--- config.mk ---
export PLATFORM = sky130hd
export DESIGN_NAME = nn_digit_uart_tx
export DESIGN_NICKNAME = d
export VERILOG_FILES = /design/src/rtl/nn_digit_uart_tx.sv
export SDC_FILE = /design/constraint.sdc
export NUM_CORES = 1
export LEC_CHECK = 0
export CORE_AREA = 2 2 70 72
export DETAILED_ROUTE_END_ITERATION = 10
export DIE_AREA = 0 0 72 74
export GPL_ROUTABILITY_DRIVEN = 0
export PLACE_DENSITY = 0.79
export SYNTH_ARGS = -nofsm -noshare
export SYNTH_HDL_FRONTEND = slang
export SYNTH_SLANG_ARGS = --single-unit
--- constraint.sdc ---
create_clock -name clk -period 7.15 [get_ports clk]
set_input_delay 1.43 -clock clk [delete_from_list [all_inputs] [get_ports clk]]
set_output_delay 1.43 -clock clk [all_outputs]
set_load 0.1 [all_outputs]
--- src/rtl/nn_digit_uart_tx.sv ---
// nn_digit_uart_tx: queues classifier digits and sends each as one ASCII character, 8N1, LSB first.
// Build macro NN_DIGIT_TX_CRLF_EN appends CR and LF after every digit.
module nn_digit_uart_tx #(
  parameter int CLKS_PER_BIT = 868,
  parameter int FIFO_DEPTH   = 4
) (
  input  logic       clk,
  input  logic       reset,
  input  logic [3:0] digit_in,
  input  logic       valid_in,
  output logic       tx,
  output logic       busy,
  output logic       overflow
);
  localparam int PW = $clog2(FIFO_DEPTH);
  localparam int CW = $clog2(CLKS_PER_BIT);
  localparam logic [CW-1:0] BAUD_LAST = CW'(CLKS_PER_BIT - 1);
  localparam logic [CW-1:0] BAUD_ZERO = CW'(0);
  localparam logic [CW-1:0] BAUD_ONE  = CW'(1);
  localparam logic [PW:0]   CNT_ZERO  = (PW+1)'(0);
  localparam logic [PW:0]   CNT_ONE   = (PW+1)'(1);
  localparam logic [PW:0]   CNT_FULL  = (PW+1)'(FIFO_DEPTH);
  localparam logic [PW-1:0] PTR_ONE   = PW'(1);

  typedef enum logic [1:0] {IDLE = 2'd0, START = 2'd1, DATA = 2'd2, STOP = 2'd3} state_t;

  function automatic logic [7:0] encode_digit(input logic [3:0] d);
    logic [7:0] c;
    if (d <= 4'd9) c = {4'h3, d};
    else           c = 8'h3F;
    return c;
  endfunction

  state_t        r_state, w_state_nxt;
  logic [CW-1:0] r_baud, w_baud_nxt;
  logic [2:0]    r_bit, w_bit_nxt;
  logic [7:0]    r_byte, w_byte_nxt;
  logic          r_tx, r_busy, r_overflow;
  logic [3:0]    r_mem [FIFO_DEPTH];
  logic [PW-1:0] r_rd_ptr, r_wr_ptr;
  logic [PW:0]   r_count, w_count_nxt;
  logic          w_pop, w_push, w_drop, w_full, w_baud_done, w_tx_nxt, w_busy_nxt;
  logic [3:0]    w_head;
`ifdef NN_DIGIT_TX_CRLF_EN
  logic [1:0]    r_char, w_char_nxt;
  logic [3:0]    w_head_next;

  assign w_head_next = r_mem[r_rd_ptr + PTR_ONE];
`endif

  assign w_full      = (r_count == CNT_FULL);
  assign w_head      = r_mem[r_rd_ptr];
  assign w_baud_done = (r_baud == BAUD_LAST);
  // A pop in the same cycle frees the slot, so a full FIFO still accepts the push.
  assign w_push      = valid_in && (!w_full || w_pop);
  assign w_drop      = valid_in && w_full && !w_pop;

  // Next-state, baud/bit counters and character selection.
  always_comb begin
    w_state_nxt = r_state;
    w_baud_nxt  = r_baud + BAUD_ONE;
    w_bit_nxt   = r_bit;
    w_byte_nxt  = r_byte;
    w_pop       = 1'b0;
`ifdef NN_DIGIT_TX_CRLF_EN
    w_char_nxt  = r_char;
`endif
    case (r_state)
      IDLE: begin
        w_baud_nxt = BAUD_ZERO;
        if (r_count != CNT_ZERO) begin
          w_state_nxt = START;
          w_byte_nxt  = encode_digit(w_head);
`ifdef NN_DIGIT_TX_CRLF_EN
          w_char_nxt  = 2'd0;
`else
          w_pop       = 1'b1;
`endif
        end else begin
          w_state_nxt = IDLE;
        end
      end
      START: begin
        if (w_baud_done) begin
          w_state_nxt = DATA;
          w_baud_nxt  = BAUD_ZERO;
          w_bit_nxt   = 3'd0;
        end else begin
          w_state_nxt = START;
        end
      end
      DATA: begin
        if (w_baud_done) begin
          w_baud_nxt = BAUD_ZERO;
          if (r_bit == 3'd7) begin
            w_state_nxt = STOP;
          end else begin
            w_bit_nxt = r_bit + 3'd1;
          end
        end else begin
          w_state_nxt = DATA;
        end
      end
      STOP: begin
        if (w_baud_done) begin
          w_baud_nxt = BAUD_ZERO;
`ifdef NN_DIGIT_TX_CRLF_EN
          // The digit stays at the FIFO head until its LF has gone out.
          if (r_char != 2'd2) begin
            w_state_nxt = START;
            w_char_nxt  = r_char + 2'd1;
            w_byte_nxt  = (r_char == 2'd0) ? 8'h0D : 8'h0A;
          end else begin
            w_pop      = 1'b1;
            w_char_nxt = 2'd0;
            if (r_count > CNT_ONE) begin
              w_state_nxt = START;
              w_byte_nxt  = encode_digit(w_head_next);
            end else begin
              w_state_nxt = IDLE;
            end
          end
`else
          if (r_count != CNT_ZERO) begin
            w_pop       = 1'b1;
            w_state_nxt = START;
            w_byte_nxt  = encode_digit(w_head);
          end else begin
            w_state_nxt = IDLE;
          end
`endif
        end else begin
          w_state_nxt = STOP;
        end
      end
      default: begin
        w_state_nxt = IDLE;
        w_baud_nxt  = BAUD_ZERO;
      end
    endcase
  end

  // FIFO occupancy and the registered line/busy values derived from next state.
  always_comb begin
    case ({w_push, w_pop})
      2'b10:   w_count_nxt = r_count + CNT_ONE;
      2'b01:   w_count_nxt = r_count - CNT_ONE;
      default: w_count_nxt = r_count;
    endcase
    case (w_state_nxt)
      START:   w_tx_nxt = 1'b0;
      DATA:    w_tx_nxt = w_byte_nxt[w_bit_nxt];
      default: w_tx_nxt = 1'b1;
    endcase
    w_busy_nxt = (w_state_nxt != IDLE) || (w_count_nxt != CNT_ZERO);
  end

  // FSM and serialiser registers.
  always_ff @(posedge clk or posedge reset) begin
    if (reset) begin
      r_state <= IDLE;
      r_baud  <= BAUD_ZERO;
      r_bit   <= 3'd0;
      r_byte  <= 8'h00;
      r_tx    <= 1'b1;
      r_busy  <= 1'b0;
`ifdef NN_DIGIT_TX_CRLF_EN
      r_char  <= 2'd0;
`endif
    end else begin
      r_state <= w_state_nxt;
      r_baud  <= w_baud_nxt;
      r_bit   <= w_bit_nxt;
      r_byte  <= w_byte_nxt;
      r_tx    <= w_tx_nxt;
      r_busy  <= w_busy_nxt;
`ifdef NN_DIGIT_TX_CRLF_EN
      r_char  <= w_char_nxt;
`endif
    end
  end

  // Digit queue storage, pointers and the sticky drop flag.
  always_ff @(posedge clk or posedge reset) begin
    if (reset) begin
      for (int i = 0; i < FIFO_DEPTH; i++) r_mem[i] <= 4'd0;
      r_rd_ptr   <= PW'(0);
      r_wr_ptr   <= PW'(0);
      r_count    <= CNT_ZERO;
      r_overflow <= 1'b0;
    end else begin
      if (w_push) begin
        r_mem[r_wr_ptr] <= digit_in;
        r_wr_ptr        <= r_wr_ptr + PTR_ONE;
      end
      if (w_pop) r_rd_ptr <= r_rd_ptr + PTR_ONE;
      r_count    <= w_count_nxt;
      r_overflow <= r_overflow | w_drop;
    end
  end

  assign tx       = r_tx;
  assign busy     = r_busy;
  assign overflow = r_overflow;
endmodule
* Yosys cells after proc, flatten, opt, wreduce, memory -nomap -nowiden
Cells that the tools add are included.
** Storage, ports and cells
- Input bits :: 7
- Output and inout bits :: 3
- Logic and storage cells :: 80
- Register bits :: 49
** Cells by class
- Mux-type cells :: 29
- $lt $le $gt $ge :: 5
- Eq/ne operators :: 10
- Bitwise gates (word level) :: 3
- Reductions and logical operators :: 13
- $add $sub $neg :: 6
** Operator list (count)
- $pmux W10 S2 :: 1
- $bwmux W16 :: 1
- $mux W4 :: 4
- $mux W8 :: 2
- $pmux W8 S2 :: 1
- $pmux W3 S2 :: 2
- $add A10 B1 Y10 const B :: 1
- $eq A10 B10 Y1 const B :: 1
- $mux W10 :: 1
- $mux W3 :: 3
- $bmux W4 S2 :: 1
- $demux W4 S2 :: 1
- $eq A2 B2 Y1 const B :: 4
- $mux W2 :: 4
- $pmux W2 S4 :: 1
- $add A3 B1 Y3 const B :: 2
- $eq A2 B1 Y1 const B :: 3
- $eq A3 B3 Y1 const B :: 2
- $ge A3 B3 Y1 const B :: 2
- $not A2 Y3 :: 2
- $reduce_bool A3 Y1 :: 2
- $add A2 B1 Y2 const B :: 2
- $le A4 B4 Y1 const B :: 1
- $logic_and A1 B1 Y1 :: 4
- other kinds (12) :: 18

* Logic depth before layout (Yosys ltp)
Gate-level depths: netlist of run 1.
- Word-level depth :: 12
- Gate-level depth with buffers :: 10
- Mapped depth without buffers :: 10

* Worst setup path before layout of run 1
No wires, ideal clock.
- Path type :: input to register
- Start point :: input valid_in
- End point :: register r_busy (netlist: busy)
- Required time :: 7.019 ns
- Slack :: 3.969 ns
- Library setup time :: 0.131 ns
- Stages on the path :: 7
- Arrival :: 3.049 ns
- Buffers on the path :: 0
- Cell sequence :: inv_1 -> nand2_1 -> fa_1 -> mux2i_1 -> a21o_1 -> or3_1 -> or3_1
** Between the ends
- Cells in the longest elaborated chain, start to end :: 5
- Elaborated cells between the ends (all ways) :: 6
- Those cells by class :: eq/ne (2); mux (1); reduce/logical (3)
** RTL lines
- from (decl) :: RTL line 10 : input logic valid_in,
- $logic_and A1 B1 Y1 (*) :: RTL line 55 : assign w_push = valid_in && (!w_full || w_pop);
- $eq A2 B1 Y1 / $eq A2 B2 Y1 (equally long branches) :: RTL line 145 : case ({w_push, w_pop})
- $pmux W3 S2 (*) :: RTL line 145
- net w_count_nxt[1] :: RTL line 41 : logic [PW:0] r_count, w_count_nxt;
- $reduce_bool A3 Y1 (*) :: RTL line 155 : w_busy_nxt = (w_state_nxt != IDLE) || (w_count_nxt != CNT_ZERO);
- $logic_or A1 B1 Y1 (*) :: RTL line 155
- net w_busy_nxt :: RTL line 42 : logic w_pop, w_push, w_drop, w_full, w_baud_done, w_tx_nxt, w_busy_nxt;
- to (signal assigned) :: RTL line 176 : r_busy <= w_busy_nxt;
- to (decl) :: RTL line 38 : logic r_tx, r_busy, r_overflow;
The timed path passes the listed nets; every way through them passes the cells marked *.
A chain may end at the register's enable or synchronous reset.

* Final worst setup path of run 1
Same ends and word-level chain as after synthesis.

==> impl_metrics.csv, run 1 <==
group,metric,value,unit
setup_path,crit_type,"primary input to register",
yosys,async_reset_ff_share,100,%
drt,routed_via_density,5.85,
timing,hold_violations,0,
final_layout,regArea,1230,um^2
timing,slew_viol_final,0,
setup_path,regToRegSetupSlack,3960,ps
timing,setup_viol,0,
timing,max_clock_freq,280,MHz
grt,track_usage,19.1,%
worst_hold_path,min_from,"r_byte[7]$_DFF_PP0_",
final_layout,area_growth,9.39,%
grt,grt-ovfl-total,0,
clock_network,cts.htree.levels,2,
clock_network,cts_inserted_buffers,5,
placed_design,dpl_cell_area,2760,um^2
pwr,combPwrFrac,40.3,%
timing,slew_headroom,34.5,%
final_layout,finalInstanceArea,2870,um^2
final_layout,nets,255,
timing,min_period_over_period,49.9,%
pwr,power_switching_share,37.5,%
final_layout,drive_gt1_share,14.7,%
yosys,syn-cell-area,2630,um^2
clock_network,post_cts_buffers,0,
yosys,syn_avg_cell_area,11.6,um^2
setup_path,ff2ff_path_depth,10,
yosys,synthMuxAreaShare,11.4,%
final_layout,mostFrequentLayoutCells,"dfrtp_1, nor2_1, inv_1, mux2_1, nand2_1",
drt,drtPass1Iterations,4,
clock_network,cts_resized,0,
floorplan,ios,10,
floorplan,initial_core_util,57.1,%
drt,ant_nets,0,
timing,clock_skew,5.78,ps
setup_path,worstReg2RegEnd,"busy$_DFF_PP0_",
setup_path,r2r_start,"r_baud[0]$_DFF_PP0_",
placed_design,port_buffers,9,
grt,antenna_found_initial,0,
timing,fin_setup_tns,0,ps
pwr,leakagePower,1.30,nW
clock_network,cts_tree,"done",
yosys,synth_nets,244,
clock_network,cts_root_buffer,"clkbuf_8",
timing,fin_crit,3570,ps
clock_network,cts.sinks,49,
yosys,synth_compound_area_share,12.2,%
floorplan,die_area,5330,um^2
placed_design,dp_hpwl,3.26,mm
clock_network,clk_pin_slew_worst_paths,90,ps
pwr,power_switching,0.416,mW
floorplan,dieWidth,72,um
final_layout,diodes,0,
grt,grt_pass1_vias,1760,
setup_path,endpoint_kind,"register",
setup_path,required,7330,ps
final_layout,fill_cells,352,
pwr,power.internal,0.694,mW
drt,via_count,1709,
yosys,ys.warnings.count,0,
yosys,yosys.area_share.simple,16.8,%
floorplan,rows,25,
yosys,synth_edf_count,0,
setup_path,cp.arrival,3740,ps
clock_network,clock_latency,290,ps
drt,route.detailed.drc,0,
setup_path,crit_fanout,5,
final_layout,multi_input_area,1300,um^2
yosys,synth_top_family_by_area,"simple AND/OR/NAND/NOR gates",
clock_network,cts_buffer_depth,2,
yosys,synthCells,226,
yosys,synth_fa_ha_area_share,5.53,%
pwr,ir_drop,0.217,mV
yosys,synth_xor_area_share,3.67,%
clock_network,cts_hold_buf,0,
pwr,seqPwrFrac,41.8,%
floorplan,die_height,74,um
timing,rsz0062_at_grt,"no",
pwr,clkPwrFrac,17.9,%
worst_hold_path,worstHoldEndpoint,"r_byte[7]$_DFF_PP0_",
worst_hold_path,min_path_type,"register to register",
grt,grt_max_degree,50,
setup_path,start_kind,"primary input",
yosys,synth-seq-cells,49,
run,maxCapViolCount,0,
grt,grt_pass1_wl,7.86,mm
timing,tightestPinTransition,980,ps
yosys,seq_area_frac_synth,46.8,%
drt,finalWirelength,4.43,mm
floorplan,core_area,4600,um^2
worst_hold_path,min_path_cells,2,
drt,drt-initial-drc-count,88,
pwr,p_total,1.11,mW
outcome,outcome,"finished clean",
final_layout,final_common_cell,"dfrtp_1",
yosys,synth.distinct_cells,59,
pwr,p_per_area,386,nW/um^2
yosys,synth_ff_type,"dfrtp_1",
drt,wl_per_cell,15.2,um
==> layer usage <==
layer | GRT usage [%] | vias to the layer above | routed length, um
li1 | - | 829 | -
met5 | 0 | - | 0
met4 | 6.29 | 0 | 58
met2 | 32.6 | 23 | 2270
met1 | 25.0 | 850 | 1990
met3 | 3.66 | 7 | 114
==> state kept, by name, summed over array words and instances, names as in the netlist <==
| register | count |
|---|---|
| r_baud | 10 |
| r_mem | 16 |
| r_rd_ptr | 2 |
| r_byte | 8 |
| r_state | 2 |
| overflow | 1 |
| r_count | 3 |
| r_wr_ptr | 2 |
| tx | 1 |
| busy | 1 |
| r_bit | 3 |
==> per-stage QoR <==
stage	hold slack, ps	utilization (%)	cells	setup WS, ps
after global routing	492	62.4	292	3450
after global placement	444	59.9	284	3370
final	467	62.4	292	3580
after detailed placement	450	59.9	284	3310
after floorplan	427	-	226	3970
after CTS	471	62.4	292	3610
==> power by group through the flow <==
stage          Clock, mW  Sequential [mW]  Combinational (mW)
2_1_floorplan          0            0.481               0.344
3_3_place_gp           0            0.463               0.438
3_5_place_dp           0            0.469               0.449
4_1_cts            0.204            0.465               0.452
5_1_grt            0.214            0.477               0.495
6_report           0.198            0.464               0.447
==> area by class of cell <==
type	count	area share, %
clock buffers	7	3.01
clock inverters	1	1.05
inverters	18	2.35
multi-input cells	154	45.4
flip-flops and latches	49	42.7
well taps	54	2.35
repair buffers	9	3.14
==> kinds of logic after synthesis <==
| kind of cell | after synthesis |
|---|---|
| flip-flops | 49 |
| multiplexers | 23 |
| adder cells (fa/ha/maj) | 11 |
| XOR/XNOR | 11 |
| AO/OA/AOI/OAI | 39 |
| buffers and inverters | 23 |
| AND/OR/NAND/NOR | 70 |
==> worst max-delay path, cell delays in order <==
cell and delay (ps):
clkdlybuf4s50_1 500, inv_1 230, nand2_1 150, fa_1 520, mux2i_1 70, a21o_1 200, or3_1 340, or3_1 300
==> synth_stat cells (all sizes together) (3+ instances only) <==
master,count,share of area [%]
xnor2,6,2.0
nand2,20,4.1
ha,10,4.8
mux4,4,3.4
nor2,17,2.5
nor3,4,1.8
a21oi,6,1.1
inv,18,2.6
mux2,16,6.9
and3,4,0.95
nand3,10,2.1
clkbuf,3,0.43
o21ai,4,0.76
mux2i,3,1.1
a2bb2oi,3,1.0
dfrtp,48,46
xor2,5,1.7
or3,4,1.1
a211oi,3,0.86
==> worst max path at each step <==
stage,from,endpoint,slack [ps],depth (start not counted)
after floorplan,valid_in,busy$_DFF_PP0_,3970,7
after global placement,valid_in,busy$_DFF_PP0_,3370,8
after detailed placement,valid_in,busy$_DFF_PP0_,3310,8
after CTS,valid_in,busy$_DFF_PP0_,3610,8
after global routing,valid_in,busy$_DFF_PP0_,3450,8
final,valid_in,busy$_DFF_PP0_,3580,8
(Power assumes the default switching activity.)
==> run 2, diff against run 1 <==
CORE_AREA = 2 2 73 75   (was 2 2 70 72)
DIE_AREA = 0 0 75 77   (was 0 0 72 74)
PLACE_DENSITY = 0.76   (was 0.79)
clock period = 2.9 ns   (was 7.15 ns; I/O delays follow)
==> impl_metrics.csv, run 2 (synthesis gave the netlist of run 1 again) <==
group,metric,value,unit
timing,fin_ws,97.8,ps
final_layout,multi_input_area,1320,um^2
timing,fin_setup_tns,0,ps
setup_path,ff2ff_path_depth,10,
drt,route.detailed.drc,0,
drt,drtPass1Iterations,5,
final_layout,final_common_cell,"dfrtp_1",
floorplan,die_height,77,um
run,maxCapViolCount,0,
floorplan,die_area,5780,um^2
floorplan,dieWidth,75,um
clock_network,cts_tree,"done",
worst_hold_path,min_path_type,"register to register",
final_layout,largest_reg_flops,16,
setup_path,cp.arrival,2990,ps
grt,antenna_found_initial,0,
timing,tightestPinTransition,576,ps
timing,setup_viol,0,
placed_design,dp_hpwl,3.54,mm
setup_path,regToRegSetupSlack,100,ps
floorplan,rows,26,
setup_path,worstReg2RegEnd,"busy$_DFF_PP0_",
clock_network,cts_buffer_depth,2,
setup_path,endpoint_kind,"register",
drt,finalWirelength,4.67,mm
placed_design,port_buffers,9,
clock_network,clk_pin_slew_worst_paths,90,ps
grt,track_usage,18.4,%
drt,wl_per_cell,14.6,um
setup_path,start_kind,"register",
placed_design,dp_slack,25.8,ps
clock_network,cts_root_buffer,"clkbuf_8",
floorplan,initial_core_util,52.7,%
final_layout,nets,268,
grt,gr-usage-met2,28.8,%
timing,rsz0062_at_grt,"yes",
setup_path,crit_type,"register to register",
clock_network,clock_latency,300,ps
final_layout,fill_cells,411,
final_layout,mostFrequentLayoutCells,"dfrtp_1, nor2_1, inv_1, mux2_1, buf_4",
pwr,ir_drop,0.551,mV
timing,clock_skew,9.07,ps
floorplan,core_area,4980,um^2
timing,slew_viol_final,0,
grt,grt_max_degree,27,
final_layout,regArea,1230,um^2
pwr,p_per_area,915,nW/um^2
timing,min_period_over_period,96.6,%
setup_path,required,3090,ps
final_layout,top_regs,"r_mem (16), r_baud (10), r_byte (8)",
setup_path,r2r_start,"r_baud[0]$_DFF_PP0_",
setup_path,crit_fanout,4,
pwr,leakagePower,1.35,nW
drt,via_count,1736,
timing,hold_violations,0,
final_layout,area_growth,13.7,%
timing,slew_headroom,61.4,%
grt,grt_pass1_wl,8.16,mm
clock_network,cts_inserted_buffers,5,
worst_hold_path,worstHoldEndpoint,"r_byte[7]$_DFF_PP0_",
grt,gr-max-usage-layer,"met2",
outcome,outcome,"finished clean",
worst_hold_path,min_from,"r_byte[7]$_DFF_PP0_",
final_layout,largest_register,"r_mem",
worst_hold_path,min_path_cells,2,
clock_network,cts_hold_buf,0,
grt,met3_usage,3.81,%
clock_network,cts.htree.levels,2,
drt,ant_nets,0,
drt,routed_via_density,5.43,
grt,grt_pass1_vias,1691,
floorplan,ios,10,
grt,grtUsageMet1,26.1,%
drt,drt-initial-drc-count,83,
grt,grt-ovfl-total,0,
timing,max_clock_freq,357,MHz
clock_network,cts.sinks,49,
final_layout,diodes,0,
timing,fin_crit,2800,ps
final_layout,drive_gt1_share,21.2,%
==> run 2: repair_timing <==
item                       4_1_cts  5_1_grt
gates resized for setup          0        5
setup buffers                    0        1
setup endpoints to repair        0        1
==> run 2: metrics by stage <==
stage	util, %	total power [mW]	std cells	cell area, um^2	hold WS [ps]
global placement	57.7	2.29	312	2870	452
finish	60.0	2.73	320	2990	469
global route	60.0	2.95	320	2990	495
floorplan	-	2.03	226	2630	427
CTS	59.4	2.74	319	2960	479
detailed placement	57.7	2.34	312	2870	459
==> run 2: per-layer routing <==
layer	routed length, um	part of all wire, %
met5	0	0
met1	2150	46
met3	186	4.0
met4	65	1.4
met2	2270	49
==> run 2: cell type report <==
type	instances	share of cell area, %
Multi-Input combinational cell	154	44.3
Sequential cell	49	41.1
Timing Repair Buffer	22	6.45
Tap cell	70	2.93
Clock buffer	7	2.89
Inverter	18	2.26
==> run 2: how the worst max path moves through the flow <==
| stage | startpoint | slack [ps] | end | cells after the start |
|---|---|---|---|---|
| 2_1_floorplan | r_baud[0]$_DFF_PP0_ | 20 | busy$_DFF_PP0_ | 10 |
| 3_5_place_dp | r_baud[0]$_DFF_PP0_ | 30 | busy$_DFF_PP0_ | 10 |
| 4_1_cts | r_baud[0]$_DFF_PP0_ | 9 | busy$_DFF_PP0_ | 10 |
| 5_1_grt | r_baud[7]$_DFF_PP0_ | -70 | busy$_DFF_PP0_ | 9 |
| 6_report | r_baud[0]$_DFF_PP0_ | 100 | busy$_DFF_PP0_ | 10 |
| 3_3_place_gp | r_baud[0]$_DFF_PP0_ | 100 | busy$_DFF_PP0_ | 10 |
==> run 2: power breakdown <==
group	leakage, nW	switching (mW)	internal (mW)	total (mW)
clock network	0.0443	0.208	0.189	0.398
registers	0.611	0.196	0.928	1.12
logic	0.699	0.647	0.563	1.21
total	1.35	1.05	1.68	2.73
==> run 2: worst max-delay path, stage by stage (launching register included) <==
cell	delay [ps]
dfrtp_1	390
ha_2	210
and3_4	220
a41oi_4	150
nor3_4	230
nand2_2	100
fa_1	510
mux2i_1	80
a21o_1	190
or3_1	320
or3_1	300
==> run 3, diff against run 2 <==
--- a/config.mk
+++ b/config.mk
@@ -6,7 +6,7 @@
 export NUM_CORES = 1
 export LEC_CHECK = 0
-export CORE_AREA = 2 2 73 75
+export CORE_AREA = 2 2 62 88
 export DETAILED_ROUTE_END_ITERATION = 10
-export DIE_AREA = 0 0 75 77
+export DIE_AREA = 0 0 64 90
 export GPL_ROUTABILITY_DRIVEN = 0
 export PLACE_DENSITY = 0.76
==> constraint.sdc (replaced) <==
create_clock -name clk -period 2.9 [get_ports clk]
set_input_delay 0.725 -clock clk [delete_from_list [all_inputs] [get_ports clk]]
set_output_delay 0.725 -clock clk [all_outputs]
set_load 0.1 [all_outputs]
==> impl_metrics.csv, run 3 (synthesis gave the netlist of run 1 again) <==
group,metric,value,unit
floorplan,initial_core_util,52.5,%
timing,max_clock_freq,355,MHz
timing,fin_ws,79.6,ps
setup_path,path_cells,"nor4_4, a41oi_4, nor3_4, nand2_2, fa_1, mux2i_1, a21o_1, or3_1, or3_1",
setup_path,worst-path-buf-inv,0,
drt,finalWirelength,4.79,mm
pwr,power_switching,1.07,mW
final_layout,fill_cells,411,
timing,hold_violations,0,
pwr,ir_drop,0.619,mV
clock_network,clk_pin_slew_worst_paths,90,ps
setup_path,endpoint_kind,"register",
grt,grt_pass1_vias,1814,
drt,drtPass1Iterations,5,
pwr,leakagePower,1.37,nW
final_layout,area_growth,14.7,%
floorplan,dieWidth,64,um
drt,routed_via_density,5.54,
worst_hold_path,min_path_type,"register to register",
drt,wl_per_cell,14.9,um
final_layout,diodes,0,
timing,setup_viol,0,
placed_design,port_buffers,9,
clock_network,cts.sinks,49,
final_layout,multi_input_area,1330,um^2
timing,fin_crit,2820,ps
final_layout,final_common_cell,"dfrtp_1",
placed_design,dp_slack,41.9,ps
clock_network,cts_root_buffer,"clkbuf_8",
pwr,clkPwrFrac,14.2,%
timing,clock_skew,10.2,ps
pwr,power_switching_share,38.7,%
clock_network,cts.htree.levels,2,
timing,slew_viol_final,0,
drt,via_count,1785,
setup_path,path_delay_family,"simple AND/OR/NAND/NOR gates",
placed_design,dp_hpwl,3.61,mm
timing,rsz0062_at_grt,"yes",
setup_path,required,3090,ps
final_layout,largest_reg_flops,16,
grt,grt_max_degree,26,
setup_path,crit_fanout,3,
floorplan,rows,31,
pwr,power.internal,1.69,mW
pwr,p_total,2.75,mW
clock_network,cts_tree,"done",
timing,min_period_over_period,97.3,%
clock_network,clock_latency,300,ps
final_layout,top_regs,"r_mem (16), r_baud (10), r_byte (8)",
setup_path,start_kind,"register",
clock_network,cts_hold_buf,0,
final_layout,nets,273,
timing,tightestPinTransition,543,ps
timing,slew_headroom,63.6,%
setup_path,crit_slowest_cell,"fa_1",
final_layout,largest_register,"r_mem",
drt,route.detailed.drc,0,
setup_path,crit_path_frequent_cell,"or3_1",
grt,antenna_found_initial,0,
drt,drt-initial-drc-count,85,
run,maxCapViolCount,0,
drt,ant_nets,0,
pwr,combPwrFrac,45.2,%
setup_path,critPathMaxStageDelay,550,ps
setup_path,crit_type,"register to register",
clock_network,cts_inserted_buffers,5,
pwr,p_per_area,915,nW/um^2
pwr,seqPwrFrac,40.6,%
floorplan,ios,10,
floorplan,core_area,5000,um^2
outcome,outcome,"finished clean",
grt,track_usage,18.9,%
floorplan,die_area,5760,um^2
setup_path,cp.arrival,3010,ps
grt,grt-ovfl-total,0,
final_layout,mostFrequentLayoutCells,"dfrtp_1, buf_4, nor2_1, inv_1, mux2_1",
grt,grt_pass1_wl,8.51,mm
clock_network,cts_buffer_depth,2,
final_layout,regArea,1230,um^2
floorplan,die_height,90,um
final_layout,drive_gt1_share,23.0,%
==> run 3: changes by cell type in the layout (fill, tap and decap cells not counted) <==
cell,before,now
a2111oi_1,1,0
a2111oi_2,0,1
a211oi_1,3,2
a211oi_2,0,1
buf_12,1,0
buf_4,15,21
clkbuf_1,1,2
clkbuf_8,6,5
clkinvlp_4,0,1
ha_1,9,10
ha_2,1,0
==> run 3: worst paths after layout <==
path,start,end,slack (ps),depth (start not counted)
hold reg to reg,r_byte[7]$_DFF_PP0_,r_byte[7]$_DFF_PP0_,470,2
hold / removal,r_byte[7]$_DFF_PP0_,r_byte[7]$_DFF_PP0_,470,2
setup / recovery,r_baud[2]$_DFF_PP0_,busy$_DFF_PP0_,80,9
setup reg to reg,r_baud[2]$_DFF_PP0_,busy$_DFF_PP0_,80,9
min in group asynchronous,reset,r_baud[7]$_DFF_PP0_,640,2
max in group asynchronous,reset,tx$_DFF_PP1_,1640,3
==> run 3: what timing repair did <==
action	in CTS	in global routing
resized for setup	0	5
buffers inserted	0	3
endpoints found under the setup margin	0	2
hold endpoints to repair	0	0
==> run 3: cell type report <==
type                    instances  share of cell area (%)
well taps                      66                    2.74
clock buffers                   7                    2.54
inverters                      18                    2.24
multi-input cells             154                    44.2
repair buffers                 27                    7.23
clock inverters                 1                   0.249
flip-flops and latches         49                    40.8
==> run 3: routing by layer <==
metal,up-vias,global-route usage [%],wire length (um)
li1,867,-,-
met1,884,23.4,1960
met2,22,31.7,2610
met3,12,3.13,88
met4,0,9.24,136
met5,-,0,0
==> run 3: stage by stage <==
step	hold slack [ps]	std cells	setup TNS (ps)	cell area (um^2)	util, %
floorplan	427	226	0	2630	-
global placement	452	311	0	2880	57.5
detailed placement	452	311	0	2880	57.5
CTS	478	319	0	2960	59.1
global route	498	322	-69.3	3010	60.2
finish	469	322	0	3010	60.2
==> run 3: worst reg2reg max path, cell delays in order (launching register included) <==
cell and delay, ps:
dfrtp_1 420, nor4_4 360, a41oi_4 190, nor3_4 240
nand2_2 100, fa_1 550, mux2i_1 90, a21o_1 160
or3_1 290, or3_1 310
==> run 3: power by group through the flow <==
| stage | Clock [mW] | Sequential (mW) | Combinational (mW) |
|---|---|---|---|
| 4_1_cts | 0.406 | 1.12 | 1.20 |
| 2_1_floorplan | 0 | 1.19 | 0.849 |
| 3_5_place_dp | 0 | 1.13 | 1.19 |
| 6_report | 0.392 | 1.12 | 1.24 |
| 5_1_grt | 0.439 | 1.15 | 1.37 |
| 3_3_place_gp | 0 | 1.12 | 1.17 |
